## src/rtl/mmio_initiator_if.sv

```systemverilog
`default_nettype none
// ============================================================================
// Module      : mmio_initiator_if
// Description : Command/response handshake plus simple peripheral bus bundle.
// Revision    : 1.0 - initial release
// ============================================================================
interface mmio_initiator_if;
    logic        cmd_valid;
    logic        cmd_ready;
    logic [1:0]  cmd_op;
    logic [31:0] cmd_addr;
    logic [31:0] cmd_wdata;
    logic [31:0] cmd_mask;

    logic        rsp_valid;
    logic        rsp_ready;
    logic [31:0] rsp_rdata;
    logic        rsp_err;

    logic        sel;
    logic        we;
    logic [31:0] addr;
    logic [31:0] wdata;
    logic [31:0] rdata;
    logic        busy;

    // Initiator side
    modport master (
        input  cmd_valid, cmd_op, cmd_addr, cmd_wdata, cmd_mask,
        output cmd_ready,
        output rsp_valid, rsp_rdata, rsp_err,
        input  rsp_ready,
        output sel, we, addr, wdata, busy,
        input  rdata
    );

    // Command source / response sink / peripheral side
    modport slave (
        output cmd_valid, cmd_op, cmd_addr, cmd_wdata, cmd_mask,
        input  cmd_ready,
        input  rsp_valid, rsp_rdata, rsp_err,
        output rsp_ready,
        input  sel, we, addr, wdata, busy,
        output rdata
    );
endinterface
`default_nettype wire

```

## src/rtl/mmio_initiator.sv

```systemverilog
`default_nettype none
// ============================================================================
// Module      : mmio_initiator
// Description : Executes write/read/poll commands as single-cycle MMIO accesses.
// Revision    : 1.0 - initial release
// ============================================================================
module mmio_initiator #(
    parameter int POLL_MAX = 1024,
    parameter int POLL_GAP = 4
) (
    input  wire logic         clk,
    input  wire logic         resetn,
    mmio_initiator_if.master  mmio
);

    typedef enum logic [1:0] {
        S_IDLE   = 2'd0,
        S_ACCESS = 2'd1,
        S_GAP    = 2'd2,
        S_RESP   = 2'd3
    } state_t;

    localparam logic [1:0]  c_OP_WRITE = 2'b00;
    localparam logic [1:0]  c_OP_READ  = 2'b01;
    localparam logic [1:0]  c_OP_POLL  = 2'b10;
    localparam logic [1:0]  c_OP_RSVD  = 2'b11;
    localparam logic [15:0] c_POLL_MAX = 16'(POLL_MAX);
    localparam logic [7:0]  c_GAP_LAST = (POLL_GAP > 0) ? 8'(POLL_GAP - 1) : 8'd0;
    localparam bit          c_NO_GAP   = (POLL_GAP == 0);

    state_t      r_state;
    logic [1:0]  r_op;
    logic [31:0] r_mask;
    logic [15:0] r_cnt;
    logic [7:0]  r_gap;
    logic        r_cmd_ready;
    logic        r_sel;
    logic        r_we;
    logic [31:0] r_addr;
    logic [31:0] r_wdata;
    logic        r_rsp_valid;
    logic [31:0] r_rsp_rdata;
    logic        r_rsp_err;
    logic        r_busy;

    logic        w_accept;
    logic [15:0] w_cnt_next;
    logic        w_match;
    logic        w_expired;

    assign w_accept   = mmio.cmd_valid & r_cmd_ready;
    // Saturate so the count can never wrap back below POLL_MAX
    assign w_cnt_next = (r_cnt == 16'hFFFF) ? r_cnt : r_cnt + 16'd1;
    assign w_match    = ((mmio.rdata ^ r_wdata) & r_mask) == 32'd0;
    assign w_expired  = (w_cnt_next >= c_POLL_MAX);

    always_ff @(posedge clk or negedge resetn) begin
        if (!resetn) begin
            r_state     <= S_IDLE;
            r_op        <= c_OP_WRITE;
            r_mask      <= 32'd0;
            r_cnt       <= 16'd0;
            r_gap       <= 8'd0;
            r_cmd_ready <= 1'b1;
            r_sel       <= 1'b0;
            r_we        <= 1'b0;
            r_addr      <= 32'd0;
            r_wdata     <= 32'd0;
            r_rsp_valid <= 1'b0;
            r_rsp_rdata <= 32'd0;
            r_rsp_err   <= 1'b0;
            r_busy      <= 1'b0;
        end else begin
            case (r_state)
                S_IDLE: begin
                    if (w_accept) begin
                        r_op        <= mmio.cmd_op;
                        r_mask      <= mmio.cmd_mask;
                        r_cnt       <= 16'd0;
                        r_cmd_ready <= 1'b0;
                        r_busy      <= 1'b1;
                        if (mmio.cmd_op == c_OP_RSVD) begin
                            // No bus access, so the bus outputs keep their old values
                            r_state     <= S_RESP;
                            r_rsp_valid <= 1'b1;
                            r_rsp_rdata <= 32'd0;
                            r_rsp_err   <= 1'b1;
                        end else begin
                            r_state <= S_ACCESS;
                            r_sel   <= 1'b1;
                            r_we    <= (mmio.cmd_op == c_OP_WRITE);
                            r_addr  <= mmio.cmd_addr;
                            r_wdata <= mmio.cmd_wdata;
                        end
                    end
                end

                S_ACCESS: begin
                    if (r_op == c_OP_POLL) begin
                        r_cnt       <= w_cnt_next;
                        r_rsp_rdata <= mmio.rdata;
                        if (w_match || w_expired) begin
                            r_state     <= S_RESP;
                            r_sel       <= 1'b0;
                            r_we        <= 1'b0;
                            r_rsp_valid <= 1'b1;
                            r_rsp_err   <= ~w_match;
                        end else if (c_NO_GAP) begin
                            r_state <= S_ACCESS;
                        end else begin
                            r_state <= S_GAP;
                            r_sel   <= 1'b0;
                            r_gap   <= 8'd0;
                        end
                    end else begin
                        r_state     <= S_RESP;
                        r_sel       <= 1'b0;
                        r_we        <= 1'b0;
                        r_rsp_valid <= 1'b1;
                        r_rsp_rdata <= (r_op == c_OP_READ) ? mmio.rdata : 32'd0;
                        r_rsp_err   <= 1'b0;
                    end
                end

                S_GAP: begin
                    if (r_gap == c_GAP_LAST) begin
                        r_state <= S_ACCESS;
                        r_sel   <= 1'b1;
                    end else begin
                        r_gap <= r_gap + 8'd1;
                    end
                end

                S_RESP: begin
                    if (mmio.rsp_ready) begin
                        r_state     <= S_IDLE;
                        r_rsp_valid <= 1'b0;
                        r_cmd_ready <= 1'b1;
                        r_busy      <= 1'b0;
                    end
                end

                default: begin
                    r_state     <= S_IDLE;
                    r_cmd_ready <= 1'b1;
                    r_sel       <= 1'b0;
                    r_we        <= 1'b0;
                    r_rsp_valid <= 1'b0;
                    r_busy      <= 1'b0;
                end
            endcase
        end
    end

    assign mmio.cmd_ready = r_cmd_ready;
    assign mmio.rsp_valid = r_rsp_valid;
    assign mmio.rsp_rdata = r_rsp_rdata;
    assign mmio.rsp_err   = r_rsp_err;
    assign mmio.sel       = r_sel;
    assign mmio.we        = r_we;
    assign mmio.addr      = r_addr;
    assign mmio.wdata     = r_wdata;
    assign mmio.busy      = r_busy;

endmodule
`default_nettype wire

```

## src/flat_wrapper.sv

```systemverilog
// flat-port wrapper written by rule: the top's interface ports become plain ports
module mmio_initiator_flat 
#(
    parameter int POLL_MAX = 1024,
    parameter int POLL_GAP = 4
)
  (clk, resetn, mmio_cmd_valid, mmio_cmd_op, mmio_cmd_addr, mmio_cmd_wdata, mmio_cmd_mask, mmio_cmd_ready, mmio_rsp_valid, mmio_rsp_rdata, mmio_rsp_err, mmio_rsp_ready, mmio_sel, mmio_we, mmio_addr, mmio_wdata, mmio_busy, mmio_rdata);
  mmio_initiator_if mmio_i ();
  input  wire logic clk;
  input  wire logic resetn;
  input wire logic [$bits(mmio_i.cmd_valid)-1:0] mmio_cmd_valid;
  input wire logic [$bits(mmio_i.cmd_op)-1:0] mmio_cmd_op;
  input wire logic [$bits(mmio_i.cmd_addr)-1:0] mmio_cmd_addr;
  input wire logic [$bits(mmio_i.cmd_wdata)-1:0] mmio_cmd_wdata;
  input wire logic [$bits(mmio_i.cmd_mask)-1:0] mmio_cmd_mask;
  output wire logic [$bits(mmio_i.cmd_ready)-1:0] mmio_cmd_ready;
  output wire logic [$bits(mmio_i.rsp_valid)-1:0] mmio_rsp_valid;
  output wire logic [$bits(mmio_i.rsp_rdata)-1:0] mmio_rsp_rdata;
  output wire logic [$bits(mmio_i.rsp_err)-1:0] mmio_rsp_err;
  input wire logic [$bits(mmio_i.rsp_ready)-1:0] mmio_rsp_ready;
  output wire logic [$bits(mmio_i.sel)-1:0] mmio_sel;
  output wire logic [$bits(mmio_i.we)-1:0] mmio_we;
  output wire logic [$bits(mmio_i.addr)-1:0] mmio_addr;
  output wire logic [$bits(mmio_i.wdata)-1:0] mmio_wdata;
  output wire logic [$bits(mmio_i.busy)-1:0] mmio_busy;
  input wire logic [$bits(mmio_i.rdata)-1:0] mmio_rdata;
  assign mmio_i.cmd_valid = mmio_cmd_valid;
  assign mmio_i.cmd_op = mmio_cmd_op;
  assign mmio_i.cmd_addr = mmio_cmd_addr;
  assign mmio_i.cmd_wdata = mmio_cmd_wdata;
  assign mmio_i.cmd_mask = mmio_cmd_mask;
  assign mmio_cmd_ready = mmio_i.cmd_ready;
  assign mmio_rsp_valid = mmio_i.rsp_valid;
  assign mmio_rsp_rdata = mmio_i.rsp_rdata;
  assign mmio_rsp_err = mmio_i.rsp_err;
  assign mmio_i.rsp_ready = mmio_rsp_ready;
  assign mmio_sel = mmio_i.sel;
  assign mmio_we = mmio_i.we;
  assign mmio_addr = mmio_i.addr;
  assign mmio_wdata = mmio_i.wdata;
  assign mmio_busy = mmio_i.busy;
  assign mmio_i.rdata = mmio_rdata;
  mmio_initiator #(.POLL_MAX(POLL_MAX), .POLL_GAP(POLL_GAP)) u_core (.clk(clk), .resetn(resetn), .mmio(mmio_i));
endmodule
```

## config.mk

```make
export PLATFORM = sky130hd
export DESIGN_NAME = mmio_initiator_flat
export DESIGN_NICKNAME = d
export VERILOG_FILES = /design/src/rtl/mmio_initiator_if.sv /design/src/rtl/mmio_initiator.sv /design/src/flat_wrapper.sv
export SDC_FILE = /design/constraint.sdc
export NUM_CORES = 1
export LEC_CHECK = 0
export ABC_AREA = 1
export CORE_MARGIN = 2
export CORE_UTILIZATION = 35
export CTS_CLUSTER_SIZE = 14
export DETAILED_ROUTE_END_ITERATION = 6
export GPL_TIMING_DRIVEN = 1
export PLACE_DENSITY = 0.73
export RECOVER_POWER = 50
export SLEW_MARGIN = 10
export SYNTH_ARGS = -nofsm -noshare
export SYNTH_HDL_FRONTEND = slang
export SYNTH_SLANG_ARGS = --single-unit
```

## constraint.sdc

```tcl
create_clock -name clk -period 2.2 [get_ports clk]
set_input_delay 0.44 -clock clk [delete_from_list [all_inputs] [get_ports clk]]
set_output_delay 0.44 -clock clk [all_outputs]
set_load 0.01 [all_outputs]
```

== After elaboration in Yosys (flattened, before gate mapping) ==
Index checks and enable logic that the tools add are counted.

* Register bits after elaboration: 162
* Word-level logic and storage cells: 102

* $add $sub $neg: 2
* $lt $le $gt $ge: 1
* Eq/ne operators: 17
* Multiplexer cells: 43
* Bitwise operators: 5
* Reductions and logical operators: 20

{| class="wikitable"
|+ Operators with widths
! kind !! count
|-
| 2-to-1 mux 32 bit || 4
|-
| case mux 32 bit (2 select lines) || 1
|-
| 2-to-1 mux 16 bit || 3
|-
| AND 32 bit || 1
|-
| zero test 32 bit || 1
|-
| case mux 16 bit (2 select lines) || 1
|-
| XOR 32 bit || 1
|-
| 2-to-1 mux 8 bit || 3
|-
| 2-to-1 mux 1 bit || 19
|-
| adder 16 x 1 -> 16 bit, second input constant || 1
|-
| == test 16 bit, second input constant || 1
|-
| >= comparator 16 x 11 -> 1 bit, second input constant || 1
|-
| case mux 8 bit (2 select lines) || 1
|-
| AND reduction 4 bit || 4
|-
| AND reduction 3 bit || 5
|-
| adder 8 x 1 -> 8 bit, second input constant || 1
|-
| == test 2 bit, second input constant || 4
|-
| == test 8 x 2 -> 1 bit, second input constant || 1
|-
| 2-to-1 mux 2 bit || 4
|-
| != test 2 x 1 -> 1 bit, second input constant || 4
|-
| != test 2 bit, second input constant || 4
|-
| case mux 1 bit (2 select lines) || 4
|-
| case mux 2 bit (4 select lines) || 1
|-
| case mux 1 bit (3 select lines) || 2
|-
| 10 further kinds || 16
|}

== Depth between registers and ports, before layout ==
Gate-level depths: netlist of run 1.

* Depth in word-level cells: 7
* Mapped depth: 15

== Worst setup path before layout of run 1 ==
No wires, ideal clock.

* Kind: reg2reg
* Start: register u_core.r_cnt[0]
* End: register u_core.r_gap[2]
* Library setup time: 0.117 ns
* Arrival time: 1.637 ns
* Required time: 2.083 ns
* Path slack: 0.446 ns
* Stages on the path, launching flop included: 15
* Period minus slack after synthesis: 1.754 ns
* Path through: dfrtp_1 > ha_1 > inv_1 > nor2_2 > nand2_2 > nor2_4 > nand2_2 > buf_6 > nand3_2 > nor2_2 > nand3_2 > nand2_4 > nand2_4 > nand2_1 > nand2_1

* Word-level cells in the longest chain between the ends: 6
* Elaborated cells on any way between the ends: 7

{| class="wikitable"
|+ RTL lines
! element !! RTL line !! source
|-
| from (decl) || mmio_initiator.sv:34 || <nowiki>logic [15:0] r_cnt;</nowiki>
|-
| from (signal assigned) || mmio_initiator.sv:100 || <nowiki>r_cnt <= w_cnt_next;</nowiki>
|-
| adder 16 x 1 -> 16 bit / == test 16 bit (equally long branches) || mmio_initiator.sv:53 || <nowiki>assign w_cnt_next = (r_cnt == 16'hFFFF) ? r_cnt : r_cnt + 16'd1;</nowiki>
|-
| 2-to-1 mux 16 bit (*) || mmio_initiator.sv:53 ||
|-
| >= comparator 16 x 11 -> 1 bit (*) || mmio_initiator.sv:55 || <nowiki>assign w_expired = (w_cnt_next >= c_POLL_MAX);</nowiki>
|-
| logical OR 1 bit (*) || mmio_initiator.sv:102 || <nowiki>if (w_match || w_expired) begin</nowiki>
|-
| != test 2 bit (no line) (*) || n/a ||
|-
| AND reduction 4 bit (no line) (*) || n/a ||
|-
| to (signal assigned) || mmio_initiator.sv:130 || <nowiki>r_gap <= r_gap + 8'd1;</nowiki>
|-
| to (decl) || mmio_initiator.sv:35 || <nowiki>logic [7:0] r_gap;</nowiki>
|}

Every way passes the cells marked *; elsewhere a longest branch is shown, timed or not.
A chain may end at the register's enable or synchronous reset.

== Worst setup path after layout of run 1 ==
* Start: input mmio_cmd_op[1]
* End: register u_core.r_addr[3], in the netlist u_core.mmio.addr[3]

* Word-level cells in the longest chain between the ends: 3

{| class="wikitable"
|+ RTL lines
! element !! RTL line !! source
|-
| from (decl) || flat_wrapper.sv:12 || <nowiki>input wire logic [$bits(mmio_i.cmd_op)-1:0] mmio_cmd_op;</nowiki>
|-
| == test 2 bit || mmio_initiator.sv:82 || <nowiki>if (mmio.cmd_op == c_OP_RSVD) begin</nowiki>
|-
| inverter 1 bit (no line) || n/a ||
|-
| AND reduction 3 bit (no line) || n/a ||
|-
| to (signal assigned) || mmio_initiator.sv:92 || <nowiki>r_addr <= mmio.cmd_addr;</nowiki>
|-
| to (decl) || mmio_initiator.sv:39 || <nowiki>logic [31:0] r_addr;</nowiki>
|}

No other way between the ends.

==> impl_metrics.xml, run 1 <==
<?xml version="1.0" encoding="UTF-8"?>
<metrics>
  <group name="outcome">
    <metric name="outcome" unit="">finished, violations left</metric>
    <metric name="failed_checks" unit="">capacitance limit, slew limit</metric>
  </group>
  <group name="cts">
    <metric name="tritoncts.num_buffers" unit="">17</metric>
    <metric name="clock_path_buffers" unit="">2</metric>
    <metric name="htree_levels" unit="">4</metric>
    <metric name="cts_tree" unit="">yes</metric>
    <metric name="cts.sink_count" unit="">162</metric>
    <metric name="clock_latency" unit="ps">420</metric>
    <metric name="clockRootBuffer" unit="">clkbuf_16</metric>
    <metric name="worst_setup_hold_path_clk_slew" unit="ps">70</metric>
  </group>
  <group name="pwr">
    <metric name="p_per_area" unit="nW/µm²">1260</metric>
    <metric name="clkPwrFrac" unit="">0.224</metric>
    <metric name="net_switching_power_figure" unit="mW">4.928</metric>
    <metric name="power_frac_comb" unit="">0.412</metric>
    <metric name="total_power" unit="mW">13.64</metric>
    <metric name="power.ir.vdd_worst" unit="V">0.0006502</metric>
    <metric name="power.sequential.fraction" unit="">0.364</metric>
    <metric name="power_report.internal_total" unit="mW">8.714</metric>
    <metric name="leakage" unit="nW">5.102</metric>
    <metric name="power_switching_share" unit="">0.3613</metric>
  </group>
  <group name="setup_path">
    <metric name="crit_slowest_cell" unit="">dlygate4sd3_1</metric>
    <metric name="timing.reg2reg.worst_path_depth" unit="">15</metric>
    <metric name="crit_path_end" unit="">u_core.mmio.addr[3]</metric>
    <metric name="rrSetupSlack" unit="ps">230</metric>
    <metric name="capturing_element_type_of_the_critical_path" unit="">flop</metric>
    <metric name="worst-path-max-fanout" unit="">27</metric>
    <metric name="cpPeakStageDelay" unit="ps">610</metric>
    <metric name="worstReg2RegStart" unit="">u_core.r_cnt[0]</metric>
    <metric name="critical_path.reg2reg.endpoint" unit="">u_core.r_gap[3]</metric>
    <metric name="startpoint" unit="">mmio_cmd_op[1]</metric>
    <metric name="critical_path.startpoint_type" unit="">input port</metric>
    <metric name="criticalPathCategory" unit="">input port to flop</metric>
    <metric name="worstPathBufferInverterCount" unit="">2</metric>
    <metric name="required" unit="ps">2510</metric>
    <metric name="crit_chain" unit="">dlygate4sd3_1 -&gt; nand2_1 -&gt; nand2_1 -&gt; buf_2 -&gt; mux2_2</metric>
    <metric name="critPathMostFrequentCell" unit="">nand2_1</metric>
    <metric name="critical-path-top-delay-family" unit="">buffers and inverters</metric>
    <metric name="worst-path-stages" unit="">5</metric>
    <metric name="cp_data_arrival_time" unit="ps">2330</metric>
  </group>
  <group name="synth">
    <metric name="biggest_area_consumer_among_synthesized_cells" unit="">dfrtp_1</metric>
    <metric name="post_synth_instance_area" unit="µm²">7413</metric>
    <metric name="post_synth.cell_area_avg" unit="µm²">9.130</metric>
    <metric name="synth_top_area_frac" unit="">0.5435</metric>
    <metric name="synthesis.nets" unit="">948</metric>
    <metric name="synthCells" unit="">812</metric>
    <metric name="synth_sequential_area_ratio" unit="">0.5470</metric>
    <metric name="synth.top_cells.by_area" unit="">dfrtp_1 54%, nand2_1 13%, mux2_2 7.7%, nand3_1 3.3%, inv_1 3.1%</metric>
    <metric name="number_of_distinct_library_cell_variants_in_the_gate_level_netlist_after_synthesis" unit="">37</metric>
    <metric name="synth.ff_latch_count" unit="">162</metric>
    <metric name="yosysWarningCount" unit="">0</metric>
  </group>
  <group name="drt">
    <metric name="ant_nets" unit="">0</metric>
    <metric name="drtIter0Drc" unit="">268</metric>
    <metric name="post_drt_wl_per_cell" unit="µm">16.03</metric>
    <metric name="wl" unit="µm">21790</metric>
    <metric name="vias_per_cell" unit="">4.770</metric>
    <metric name="detail_route.first_pass.iterations" unit="">4</metric>
    <metric name="detail_route.drc_violations" unit="">0</metric>
    <metric name="dr_total_vias" unit="">6487</metric>
  </group>
  <group name="global_route">
    <metric name="grt_start_max_net_pins" unit="">60</metric>
    <metric name="gr-total-overflow" unit="">0</metric>
    <metric name="vias_in_the_first_global_route" unit="">6622</metric>
    <metric name="grt.total_usage" unit="">0.2009</metric>
    <metric name="grt_first_pass_wirelength" unit="µm">34800</metric>
    <metric name="number_of_antenna_violations_at_the_first_check_in_global_routing" unit="">0</metric>
  </group>
  <group name="timing">
    <metric name="timing_worst_slew_pin_value" unit="ps">1635</metric>
    <metric name="fin_setup_tns" unit="ps">0</metric>
    <metric name="slew_headroom" unit="">-0.08976</metric>
    <metric name="grt_setup_unrepaired" unit="">false</metric>
    <metric name="final-setup-viol-count" unit="">0</metric>
    <metric name="hold_viol" unit="">0</metric>
    <metric name="drv_slew" unit="">59</metric>
    <metric name="layout_worst_path_cycle_share" unit="">0.9171</metric>
    <metric name="final.setup_skew" unit="ps">12.63</metric>
    <metric name="max_clock_freq" unit="MHz">495.6</metric>
    <metric name="fin_worst_hold_slack" unit="ps">427.2</metric>
    <metric name="finalWorstPathRequiredPeriod" unit="ps">2018</metric>
  </group>
  <group name="die">
    <metric name="std_cell_rows" unit="">53</metric>
    <metric name="floorplan.die_area" unit="µm²">22360</metric>
    <metric name="start_util" unit="">0.3549</metric>
    <metric name="number_of_top_level_pins" unit="">236</metric>
    <metric name="floorplan.core_area" unit="µm²">20890</metric>
    <metric name="dieWidth" unit="µm">149.5</metric>
    <metric name="vertical_die_dimension" unit="µm">149.5</metric>
  </group>
  <group name="final_layout">
    <metric name="diodes" unit="">0</metric>
    <metric name="layout-area-overhead-vs-synth" unit="%">46.09</metric>
    <metric name="finish.cell_count_without_fillers" unit="">1360</metric>
    <metric name="post_route_cells_drive_above_1_share" unit="">0.1438</metric>
    <metric name="utilization_after_layout" unit="">0.5185</metric>
    <metric name="nNetsFinal" unit="">1208</metric>
  </group>
  <group name="place">
    <metric name="placedCellCount" unit="">1327</metric>
    <metric name="dp.final_hpwl" unit="µm">16550</metric>
    <metric name="buffer_ports.inserted" unit="">235</metric>
    <metric name="globalplace.congestion" unit="">0.9274</metric>
  </group>
  <group name="worst_hold_path">
    <metric name="class_of_the_most_critical_hold_timing_path" unit="">input port to asynchronous set/reset pin</metric>
  </group>
  <group name="run">
    <metric name="drv.max_cap_violation_count" unit="">1</metric>
  </group>
</metrics>
## how the worst min path moves through the flow
stage	startpoint	to	slack, ps	depth (start not counted)
4_1_cts	resetn	u_core.mmio.rsp_rdata[28]	20	1
6_report	resetn	u_core.mmio.rsp_rdata[28]	430	1
3_5_place_dp	u_core.r_mask[15]	u_core.r_mask[15]	460	2
5_1_grt	u_core.r_mask[21]	u_core.r_mask[21]	490	2
2_1_floorplan	resetn	u_core.mmio.addr[0]	140	0
3_3_place_gp	u_core.r_mask[15]	u_core.r_mask[15]	450	2
## per-layer routing
| metal | wire (µm) | track usage | up-vias |
|---|---|---|---|
| li1 | - | - | 3168 |
| met1 | 9046 | 0.2476 | 3120 |
| met2 | 10890 | 0.3369 | 187 |
| met3 | 1618 | 0.06006 | 12 |
| met4 | 239 | 0.06667 | 0 |
| met5 | 0 | 0 | - |
## cell usage in the layout, fill, tap and decap left out, drive strengths merged, types with 2 or more instances in the layout
| master | count |
|---|---|
| nand2 | 272 |
| clkdlybuf4s50 | 223 |
| dfrtp | 161 |
| inv | 71 |
| nor2 | 71 |
| nand3 | 52 |
| mux2 | 51 |
| o21ai | 31 |
| clkbuf | 29 |
| buf | 25 |
| a21oi | 20 |
| a32o | 20 |
| or2 | 13 |
| dlygate4sd3 | 11 |
| o22ai | 5 |
| nor3 | 5 |
| nand4 | 4 |
| o31ai | 3 |
| mux2i | 3 |
| clkinv | 3 |
| ha | 2 |
| clkinvlp | 2 |
| bufinv | 2 |
## cell usage after synthesis
| cell | n |
|---|---|
| clkinv_1 | 1 |
| nor3_4 | 1 |
| nor4_1 | 1 |
| o31ai_1 | 3 |
| xor2_1 | 1 |
| a22o_1 | 1 |
| clkbuf_1 | 13 |
| dfrtp_1 | 161 |
| o21ai_1 | 1 |
| nand2_4 | 2 |
| o22ai_1 | 5 |
| buf_2 | 8 |
| nor3_1 | 3 |
| buf_1 | 3 |
| mux2i_1 | 3 |
| mux2_2 | 51 |
| a21oi_1 | 20 |
| or2_2 | 13 |
| dfstp_2 | 1 |
| nor3b_1 | 1 |
| a31o_2 | 1 |
| nor3_2 | 1 |
| nand3_2 | 3 |
| a32o_1 | 20 |
| nand2_1 | 263 |
| inv_2 | 2 |
| buf_6 | 2 |
| nand2_2 | 7 |
| ha_1 | 2 |
| buf_4 | 2 |
| nand3_1 | 49 |
| inv_1 | 62 |
| nand4_1 | 4 |
| nor2_4 | 5 |
| o21ai_0 | 30 |
| nor2_2 | 7 |
| nor2_1 | 59 |
## cells by family after synthesis
group | count (synthesis) | synth area share
multiplexers | 54 | 0.08152
buffers and inverters | 93 | 0.05148
XOR/XNOR | 1 | 0.001182
AND/OR/NAND/NOR | 419 | 0.2444
AO/OA/AOI/OAI | 81 | 0.07105
adder cells (fa/ha/maj) | 2 | 0.003375
flip-flops | 162 | 0.5470
## sequential cells by signal, indices dropped and copies added, names as in the netlist, 2 cells and up
signal and cells:
u_core.mmio.addr 32, u_core.mmio.rsp_rdata 32, u_core.mmio.wdata 32, u_core.r_mask 32, u_core.r_cnt 16, u_core.r_gap 8
u_core.r_op 2, u_core.r_state 2
## cell type report
type	count	area [µm²]
well taps	275	344.1
fillers	1951	10060
repair buffers	269	2604
flip-flops and latches	162	4055
clock buffers	19	442.9
clock inverters	13	166.4
multi-input cells	557	2974
inverters	65	244.0
## power groups by stage
stage | clock, mW | sequential, mW | combinational [mW]
after floorplan | 0 | 5.17 | 2.61
after global placement | 0 | 4.97 | 5.69
after detailed placement | 0 | 5.01 | 5.79
after CTS | 3.14 | 4.97 | 5.82
after global routing | 3.26 | 5.12 | 6.19
final | 3.06 | 4.96 | 5.62
## what timing repair did
| item | in CTS | in global routing |
|---|---|---|
| setup endpoints to repair | 0 | 8 |
| setup buffers | 0 | 1 |
| hold buffers | 0 | 0 |
| resized for setup | 0 | 1 |
## per-stage QoR
| step | worst slack, ps | area (µm²) |
|---|---|---|
| detailed placement | -180.2 | 10300 |
| finish | 182.4 | 10830 |
| floorplan | 445.9 | 7413 |
| global placement | -163.0 | 10300 |
| CTS | 83.97 | 10910 |
| global route | 49.38 | 10830 |
(Power assumes the default switching activity.)
==> inputs of run 2 (changes only) <==
--- a/config.mk
+++ b/config.mk
@@ -7,12 +7,11 @@
 export LEC_CHECK = 0
 export ABC_AREA = 1
 export CORE_MARGIN = 2
-export CORE_UTILIZATION = 35
+export CORE_UTILIZATION = 40
 export CTS_CLUSTER_SIZE = 14
 export DETAILED_ROUTE_END_ITERATION = 6
 export GPL_TIMING_DRIVEN = 1
-export PLACE_DENSITY = 0.73
-export RECOVER_POWER = 50
+export PLACE_DENSITY = 0.81
 export SLEW_MARGIN = 10
 export SYNTH_ARGS = -nofsm -noshare
 export SYNTH_HDL_FRONTEND = slang
==> run 2 against run 1 <==
Compared with the run above:
- the run ends with DRC left
- critical path depth grew 10
- first-iteration DRC count grew 31%
- final cell count shrank 3.2%
- sequential power grew 1%
- cell area is essentially flat
- via count grew 1.4%
- wire length grew 0.83%
- global-route usage grew 2.8 points
- largest cell class unchanged
==> impl_metrics.xml, run 2 (synthesis results as in run 1) <==
<?xml version="1.0" encoding="UTF-8"?>
<metrics>
  <group name="setup_path">
    <metric name="capturing_element_type_of_the_critical_path" unit="">flop</metric>
    <metric name="required" unit="ps">2520</metric>
    <metric name="critical_path.startpoint_type" unit="">flop</metric>
    <metric name="worst-path-max-fanout" unit="">12</metric>
    <metric name="critical-path-top-delay-family" unit="">simple AND/OR/NAND/NOR gates</metric>
    <metric name="criticalPathCategory" unit="">flop to flop</metric>
    <metric name="worstPathBufferInverterCount" unit="">1</metric>
    <metric name="crit_slowest_cell" unit="">dfrtp_1</metric>
    <metric name="cp_data_arrival_time" unit="ps">2330</metric>
    <metric name="crit_chain" unit="">ha_1 -&gt; inv_1 -&gt; nor2_2 -&gt; nand2_2 -&gt; nor2_4 -&gt; nand2_4 -&gt; nand2_1 -&gt; nor2_2 -&gt; nand2_2 -&gt; nor2_4 -&gt; nand3_2 -&gt; nand2_4 -&gt; nand2_4 -&gt; nand2_1 -&gt; nand2_1</metric>
    <metric name="cpPeakStageDelay" unit="ps">390</metric>
  </group>
  <group name="cts">
    <metric name="cts_tree" unit="">yes</metric>
    <metric name="post_cts_buffers" unit="">0</metric>
    <metric name="clock_latency" unit="ps">420</metric>
    <metric name="clock_path_buffers" unit="">2</metric>
    <metric name="clockRootBuffer" unit="">clkbuf_16</metric>
    <metric name="worst_setup_hold_path_clk_slew" unit="ps">70</metric>
    <metric name="tritoncts.num_buffers" unit="">17</metric>
    <metric name="htree_levels" unit="">4</metric>
    <metric name="cts.sink_count" unit="">162</metric>
  </group>
  <group name="drt">
    <metric name="detail_route.first_pass.iterations" unit="">7</metric>
    <metric name="dr_total_vias" unit="">6578</metric>
    <metric name="vias_per_cell" unit="">4.998</metric>
    <metric name="detail_route.drc_violations" unit="">4</metric>
    <metric name="ant_nets" unit="">0</metric>
    <metric name="post_drt_wl_per_cell" unit="µm">16.70</metric>
    <metric name="drtIter0Drc" unit="">350</metric>
    <metric name="wl" unit="µm">21970</metric>
  </group>
  <group name="pwr">
    <metric name="net_switching_power_figure" unit="mW">5.071</metric>
    <metric name="power.ir.vdd_worst" unit="V">0.0006805</metric>
    <metric name="leakage" unit="nW">5.115</metric>
    <metric name="power_switching_share" unit="">0.3715</metric>
    <metric name="power.sequential.fraction" unit="">0.368</metric>
    <metric name="clkPwrFrac" unit="">0.210</metric>
    <metric name="power_report.internal_total" unit="mW">8.581</metric>
    <metric name="p_per_area" unit="nW/µm²">1259</metric>
    <metric name="power_frac_comb" unit="">0.423</metric>
  </group>
  <group name="final_layout">
    <metric name="utilization_after_layout" unit="">0.5994</metric>
    <metric name="mostFrequentLayoutCells" unit="">262 x nand2_1, 234 x clkdlybuf4s50_1, 161 x dfrtp_1</metric>
    <metric name="nNetsFinal" unit="">1210</metric>
    <metric name="post_route_cells_drive_above_1_share" unit="">0.1509</metric>
    <metric name="num-fill-cells" unit="">1484</metric>
    <metric name="layout-area-overhead-vs-synth" unit="%">46.23</metric>
    <metric name="diodes" unit="">0</metric>
    <metric name="fin_area" unit="µm²">10840</metric>
    <metric name="mostFrequentLayoutCell" unit="">nand2_1</metric>
  </group>
  <group name="global_route">
    <metric name="vias_in_the_first_global_route" unit="">6699</metric>
    <metric name="grt_start_max_net_pins" unit="">53</metric>
    <metric name="gr-total-overflow" unit="">0</metric>
    <metric name="number_of_antenna_violations_at_the_first_check_in_global_routing" unit="">0</metric>
    <metric name="grt.total_usage" unit="">0.2285</metric>
    <metric name="grt_first_pass_wirelength" unit="µm">34990</metric>
  </group>
  <group name="timing">
    <metric name="hold_viol" unit="">0</metric>
    <metric name="slew_headroom" unit="">0.6042</metric>
    <metric name="layout_worst_path_cycle_share" unit="">0.9134</metric>
    <metric name="setup_slack" unit="ps">190.5</metric>
    <metric name="drv_slew" unit="">0</metric>
    <metric name="timing_worst_slew_pin_value" unit="ps">592.3</metric>
    <metric name="grt_setup_unrepaired" unit="">false</metric>
    <metric name="fin_worst_hold_slack" unit="ps">476.2</metric>
    <metric name="max_clock_freq" unit="MHz">497.6</metric>
    <metric name="final.setup_skew" unit="ps">9.805</metric>
    <metric name="final-setup-viol-count" unit="">0</metric>
    <metric name="finalWorstPathRequiredPeriod" unit="ps">2009</metric>
  </group>
  <group name="place">
    <metric name="placement.cell_area" unit="µm²">10250</metric>
    <metric name="globalplace.congestion" unit="">0.9124</metric>
    <metric name="dp_slack" unit="ps">-143.6</metric>
    <metric name="buffer_ports.inserted" unit="">235</metric>
    <metric name="dp.final_hpwl" unit="µm">16300</metric>
  </group>
  <group name="die">
    <metric name="dieWidth" unit="µm">140.1</metric>
    <metric name="floorplan.core_area" unit="µm²">18090</metric>
    <metric name="std_cell_rows" unit="">49</metric>
    <metric name="vertical_die_dimension" unit="µm">140.1</metric>
    <metric name="start_util" unit="">0.4099</metric>
    <metric name="floorplan.die_area" unit="µm²">19640</metric>
    <metric name="number_of_top_level_pins" unit="">236</metric>
  </group>
  <group name="outcome">
    <metric name="failed_checks" unit="">DRC</metric>
    <metric name="outcome" unit="">finished, violations left</metric>
  </group>
  <group name="run">
    <metric name="drv.max_cap_violation_count" unit="">0</metric>
  </group>
  <group name="worst_hold_path">
    <metric name="class_of_the_most_critical_hold_timing_path" unit="">flop to flop</metric>
  </group>
</metrics>
==> run 2: cell types whose count changed in the layout (fill, tap and decap cells not counted), sizes merged <==
cell | before | now
clkbuf | 29 | 17
dlygate4sd3 | 11 | 1
buf | 25 | 36
clkdlybuf4s50 | 223 | 234
inv | 71 | 72
bufinv | 2 | 0
clkinv | 3 | 5
clkinvlp | 2 | 3
==> run 2: power by group through the flow <==
stage	logic (mW)	registers (mW)	clock network, mW
2_1_floorplan	2.61	5.17	0
3_3_place_gp	5.65	4.99	0
3_5_place_dp	5.77	5.04	0
4_1_cts	5.82	5.01	2.92
5_1_grt	6.29	5.16	3.04
6_report	5.77	5.02	2.87
==> run 2: timing repair <==
item	4_1_cts	5_1_grt
hold buffers	1	0
resized for setup	0	1
setup endpoints to repair	0	9
hold endpoints to repair	46	0
==> run 2: metal layers <==
layer	wire length (µm)	vias to the layer above	part of all wire	GRT usage
li1	-	3179	-	-
met1	8769	3113	0.40	0.2726
met2	10800	249	0.49	0.3871
met3	1805	37	0.082	0.07521
met4	595	0	0.027	0.08506
met5	0	-	0	0
==> run 2: path summary, 6_finish.rpt <==
path / startpoint / endpoint / slack [ps] / depth (start not counted)
setup / recovery: u_core.r_cnt[0] / u_core.r_gap[1] / 190 / 15
hold / removal: u_core.r_mask[5] / u_core.r_mask[5] / 480 / 2
setup reg to reg: u_core.r_cnt[0] / u_core.r_gap[1] / 190 / 15
hold reg to reg: u_core.r_mask[5] / u_core.r_mask[5] / 480 / 2
max in group asynchronous: resetn / u_core.r_cnt[12] / 970 / 3
min in group asynchronous: resetn / u_core.mmio.busy / 520 / 2
==> run 2: metrics by stage <==
stage          TNS, ps  power (mW)  cells
6_report             0       13.65   1316
5_1_grt              0       14.48   1316
4_1_cts              0       13.75   1316
3_5_place_dp     -1371       10.81   1283
3_3_place_gp     -1107       10.63   1283
2_1_floorplan        0       7.784    812
==> run 2: cell type report <==
cell class | count | area, µm² | share of cell area
clock buffer | 17 | 425.4 | 0.03924
inverter | 65 | 244.0 | 0.02251
tap | 229 | 286.5 | 0.02643
clock inverter | 15 | 146.4 | 0.01350
timing repair buffer | 271 | 2689 | 0.2480
multi-input combinational | 557 | 2994 | 0.2762
sequential | 162 | 4055 | 0.3741
==> run 2: tightest hold or removal path: stages (launching register included) <==
cell     delay (ps)
dfrtp_1         340
nand2_1          50
nand2_1          50
==> inputs of run 3 (changes only) <==
--- a/config.mk
+++ b/config.mk
@@ -12,6 +12,7 @@
 export DETAILED_ROUTE_END_ITERATION = 6
 export GPL_TIMING_DRIVEN = 1
 export PLACE_DENSITY = 0.81
+export SETUP_SLACK_MARGIN = 0.4
 export SLEW_MARGIN = 10
 export SYNTH_ARGS = -nofsm -noshare
 export SYNTH_HDL_FRONTEND = slang
==> run 3 against run 2 <==
Compared with the run above:
- die area stayed put
- hold slack hardly changed
- global-route usage is 0.31 points higher
- combinational power is 0.7% lower
- clock power hardly changed
- critical path depth stayed put
- the flow still finishes with violations (DRC)
- final cell count is 0.99% higher
- wire length is 2.3% higher
- sequential cell count stayed put
==> impl_metrics.xml, run 3 (synthesis results as in run 1) <==
<?xml version="1.0" encoding="UTF-8"?>
<metrics>
  <group name="cts">
    <metric name="cts_tree" unit="">yes</metric>
    <metric name="clock_path_buffers" unit="">2</metric>
    <metric name="htree_levels" unit="">4</metric>
    <metric name="worst_setup_hold_path_clk_slew" unit="ps">70</metric>
    <metric name="tritoncts.num_buffers" unit="">17</metric>
    <metric name="cts.sink_count" unit="">162</metric>
    <metric name="clockRootBuffer" unit="">clkbuf_16</metric>
    <metric name="clock_latency" unit="ps">430</metric>
  </group>
  <group name="die">
    <metric name="dieWidth" unit="µm">140.1</metric>
    <metric name="vertical_die_dimension" unit="µm">140.1</metric>
    <metric name="floorplan.core_area" unit="µm²">18090</metric>
    <metric name="floorplan.die_area" unit="µm²">19640</metric>
    <metric name="start_util" unit="">0.4099</metric>
    <metric name="std_cell_rows" unit="">49</metric>
    <metric name="number_of_top_level_pins" unit="">236</metric>
  </group>
  <group name="setup_path">
    <metric name="critical_path.startpoint_type" unit="">flop</metric>
    <metric name="worstReg2RegStart" unit="">u_core.r_cnt[0]</metric>
    <metric name="cp_data_arrival_time" unit="ps">2180</metric>
    <metric name="required" unit="ps">2520</metric>
    <metric name="critical_path.reg2reg.endpoint" unit="">u_core.r_gap[1]</metric>
    <metric name="worst-path-max-fanout" unit="">8</metric>
    <metric name="capturing_element_type_of_the_critical_path" unit="">flop</metric>
    <metric name="rrSetupSlack" unit="ps">340</metric>
    <metric name="criticalPathCategory" unit="">flop to flop</metric>
    <metric name="timing.reg2reg.worst_path_depth" unit="">15</metric>
    <metric name="startpoint" unit="">u_core.r_cnt[0]</metric>
  </group>
  <group name="pwr">
    <metric name="leakage" unit="nW">5.632</metric>
    <metric name="power.ir.vdd_worst" unit="V">0.0006677</metric>
    <metric name="total_power" unit="mW">13.60</metric>
    <metric name="p_per_area" unit="nW/µm²">1225</metric>
  </group>
  <group name="timing">
    <metric name="max_clock_freq" unit="MHz">537.8</metric>
    <metric name="timing_worst_slew_pin_value" unit="ps">507.9</metric>
    <metric name="slew_headroom" unit="">0.6614</metric>
    <metric name="setup_slack" unit="ps">340.5</metric>
    <metric name="fin_worst_hold_slack" unit="ps">476.6</metric>
    <metric name="final-setup-viol-count" unit="">0</metric>
    <metric name="final.setup_skew" unit="ps">8.484</metric>
    <metric name="hold_viol" unit="">0</metric>
    <metric name="fin_setup_tns" unit="ps">0</metric>
    <metric name="layout_worst_path_cycle_share" unit="">0.8452</metric>
    <metric name="finalWorstPathRequiredPeriod" unit="ps">1860</metric>
    <metric name="drv_slew" unit="">0</metric>
    <metric name="grt_setup_unrepaired" unit="">true</metric>
  </group>
  <group name="drt">
    <metric name="dr_total_vias" unit="">6669</metric>
    <metric name="ant_nets" unit="">0</metric>
    <metric name="detail_route.first_pass.iterations" unit="">7</metric>
    <metric name="wl" unit="µm">22470</metric>
    <metric name="vias_per_cell" unit="">5.018</metric>
    <metric name="post_drt_wl_per_cell" unit="µm">16.91</metric>
    <metric name="detail_route.drc_violations" unit="">4</metric>
    <metric name="drtIter0Drc" unit="">397</metric>
  </group>
  <group name="place">
    <metric name="dp.final_hpwl" unit="µm">16300</metric>
    <metric name="placement.cell_area" unit="µm²">10250</metric>
    <metric name="placedCellCount" unit="">1283</metric>
    <metric name="buffer_ports.inserted" unit="">235</metric>
    <metric name="globalplace.congestion" unit="">0.9124</metric>
    <metric name="dp_slack" unit="ps">-143.6</metric>
  </group>
  <group name="global_route">
    <metric name="gr-total-overflow" unit="">0</metric>
    <metric name="vias_in_the_first_global_route" unit="">6757</metric>
    <metric name="grt_first_pass_wirelength" unit="µm">35510</metric>
    <metric name="grt_start_max_net_pins" unit="">53</metric>
    <metric name="grt.total_usage" unit="">0.2316</metric>
    <metric name="number_of_antenna_violations_at_the_first_check_in_global_routing" unit="">0</metric>
  </group>
  <group name="final_layout">
    <metric name="mostFrequentLayoutCell" unit="">nand2_1</metric>
    <metric name="finish.cell_count_without_fillers" unit="">1329</metric>
    <metric name="mostFrequentLayoutCells" unit="">254 x nand2_1, 161 x clkdlybuf4s50_1, 158 x dfrtp_1</metric>
    <metric name="nNetsFinal" unit="">1223</metric>
    <metric name="layout-area-overhead-vs-synth" unit="%">49.81</metric>
    <metric name="fin_area" unit="µm²">11110</metric>
    <metric name="num-fill-cells" unit="">1451</metric>
    <metric name="diodes" unit="">0</metric>
    <metric name="utilization_after_layout" unit="">0.6140</metric>
    <metric name="post_route_cells_drive_above_1_share" unit="">0.1882</metric>
  </group>
  <group name="run">
    <metric name="drv.max_cap_violation_count" unit="">0</metric>
  </group>
  <group name="worst_hold_path">
    <metric name="min_path_cells" unit="">2</metric>
    <metric name="timing.hold.worst_endpoint" unit="">u_core.r_mask[5]</metric>
    <metric name="hold_path_startpoint" unit="">u_core.r_mask[5]</metric>
    <metric name="class_of_the_most_critical_hold_timing_path" unit="">flop to flop</metric>
  </group>
  <group name="outcome">
    <metric name="outcome" unit="">finished, violations left</metric>
    <metric name="failed_checks" unit="">DRC</metric>
  </group>
</metrics>
## run 3: what timing repair did
item	4_1_cts	5_1_grt
gates resized for setup	59	61
buffers inserted	10	3
pin swaps	7	14
hold buffers	1	0
gates cloned	0	0
endpoints found under the hold margin	46	0
setup endpoints to repair	72	117
## run 3: worst max path at each step
stage                     slack, ps         endpoint  depth (start not counted)
final                           340  u_core.r_gap[1]                         15
after global routing            220  u_core.r_gap[6]                         14
after CTS                       360  u_core.r_gap[1]                         15
after detailed placement       -140  u_core.r_gap[1]                         13
after global placement         -110  u_core.r_gap[0]                         13
after floorplan                 450  u_core.r_gap[2]                         14
## run 3: critical path, stage by stage (launching register included)
cell	delay [ps]
dfrtp_1	390
ha_2	200
inv_2	70
nor2_2	40
nand2_2	120
nor2_4	70
nand2_4	110
nand2_2	80
nor2_4	90
nand2_2	70
nor2_4	110
nand3_2	100
nand2_4	110
nand2_8	80
nand2_1	70
nand2_1	50
## run 3: metal layers
layer,track usage,part of all wire
met5,0,0
met2,0.4016,0.51
met3,0.07282,0.072
met1,0.2763,0.40
met4,0.07230,0.018
## run 3: layout make-up
class	count	area [µm²]	area share
Sequential cell	162	4059	0.3655
Timing Repair Buffer	284	2815	0.2535
Clock buffer	17	425.4	0.03831
Multi-Input combinational cell	557	3127	0.2815
Clock inverter	15	146.4	0.01318
Tap cell	229	286.5	0.02580
Inverter	65	246.5	0.02219
## run 3: power breakdown
group	switching, mW	internal [mW]	leakage, nW
clock	1.37	1.51	0.274
sequential	0.847	4.15	2.03
combinational	2.97	2.76	3.33
total	5.19	8.41	5.63
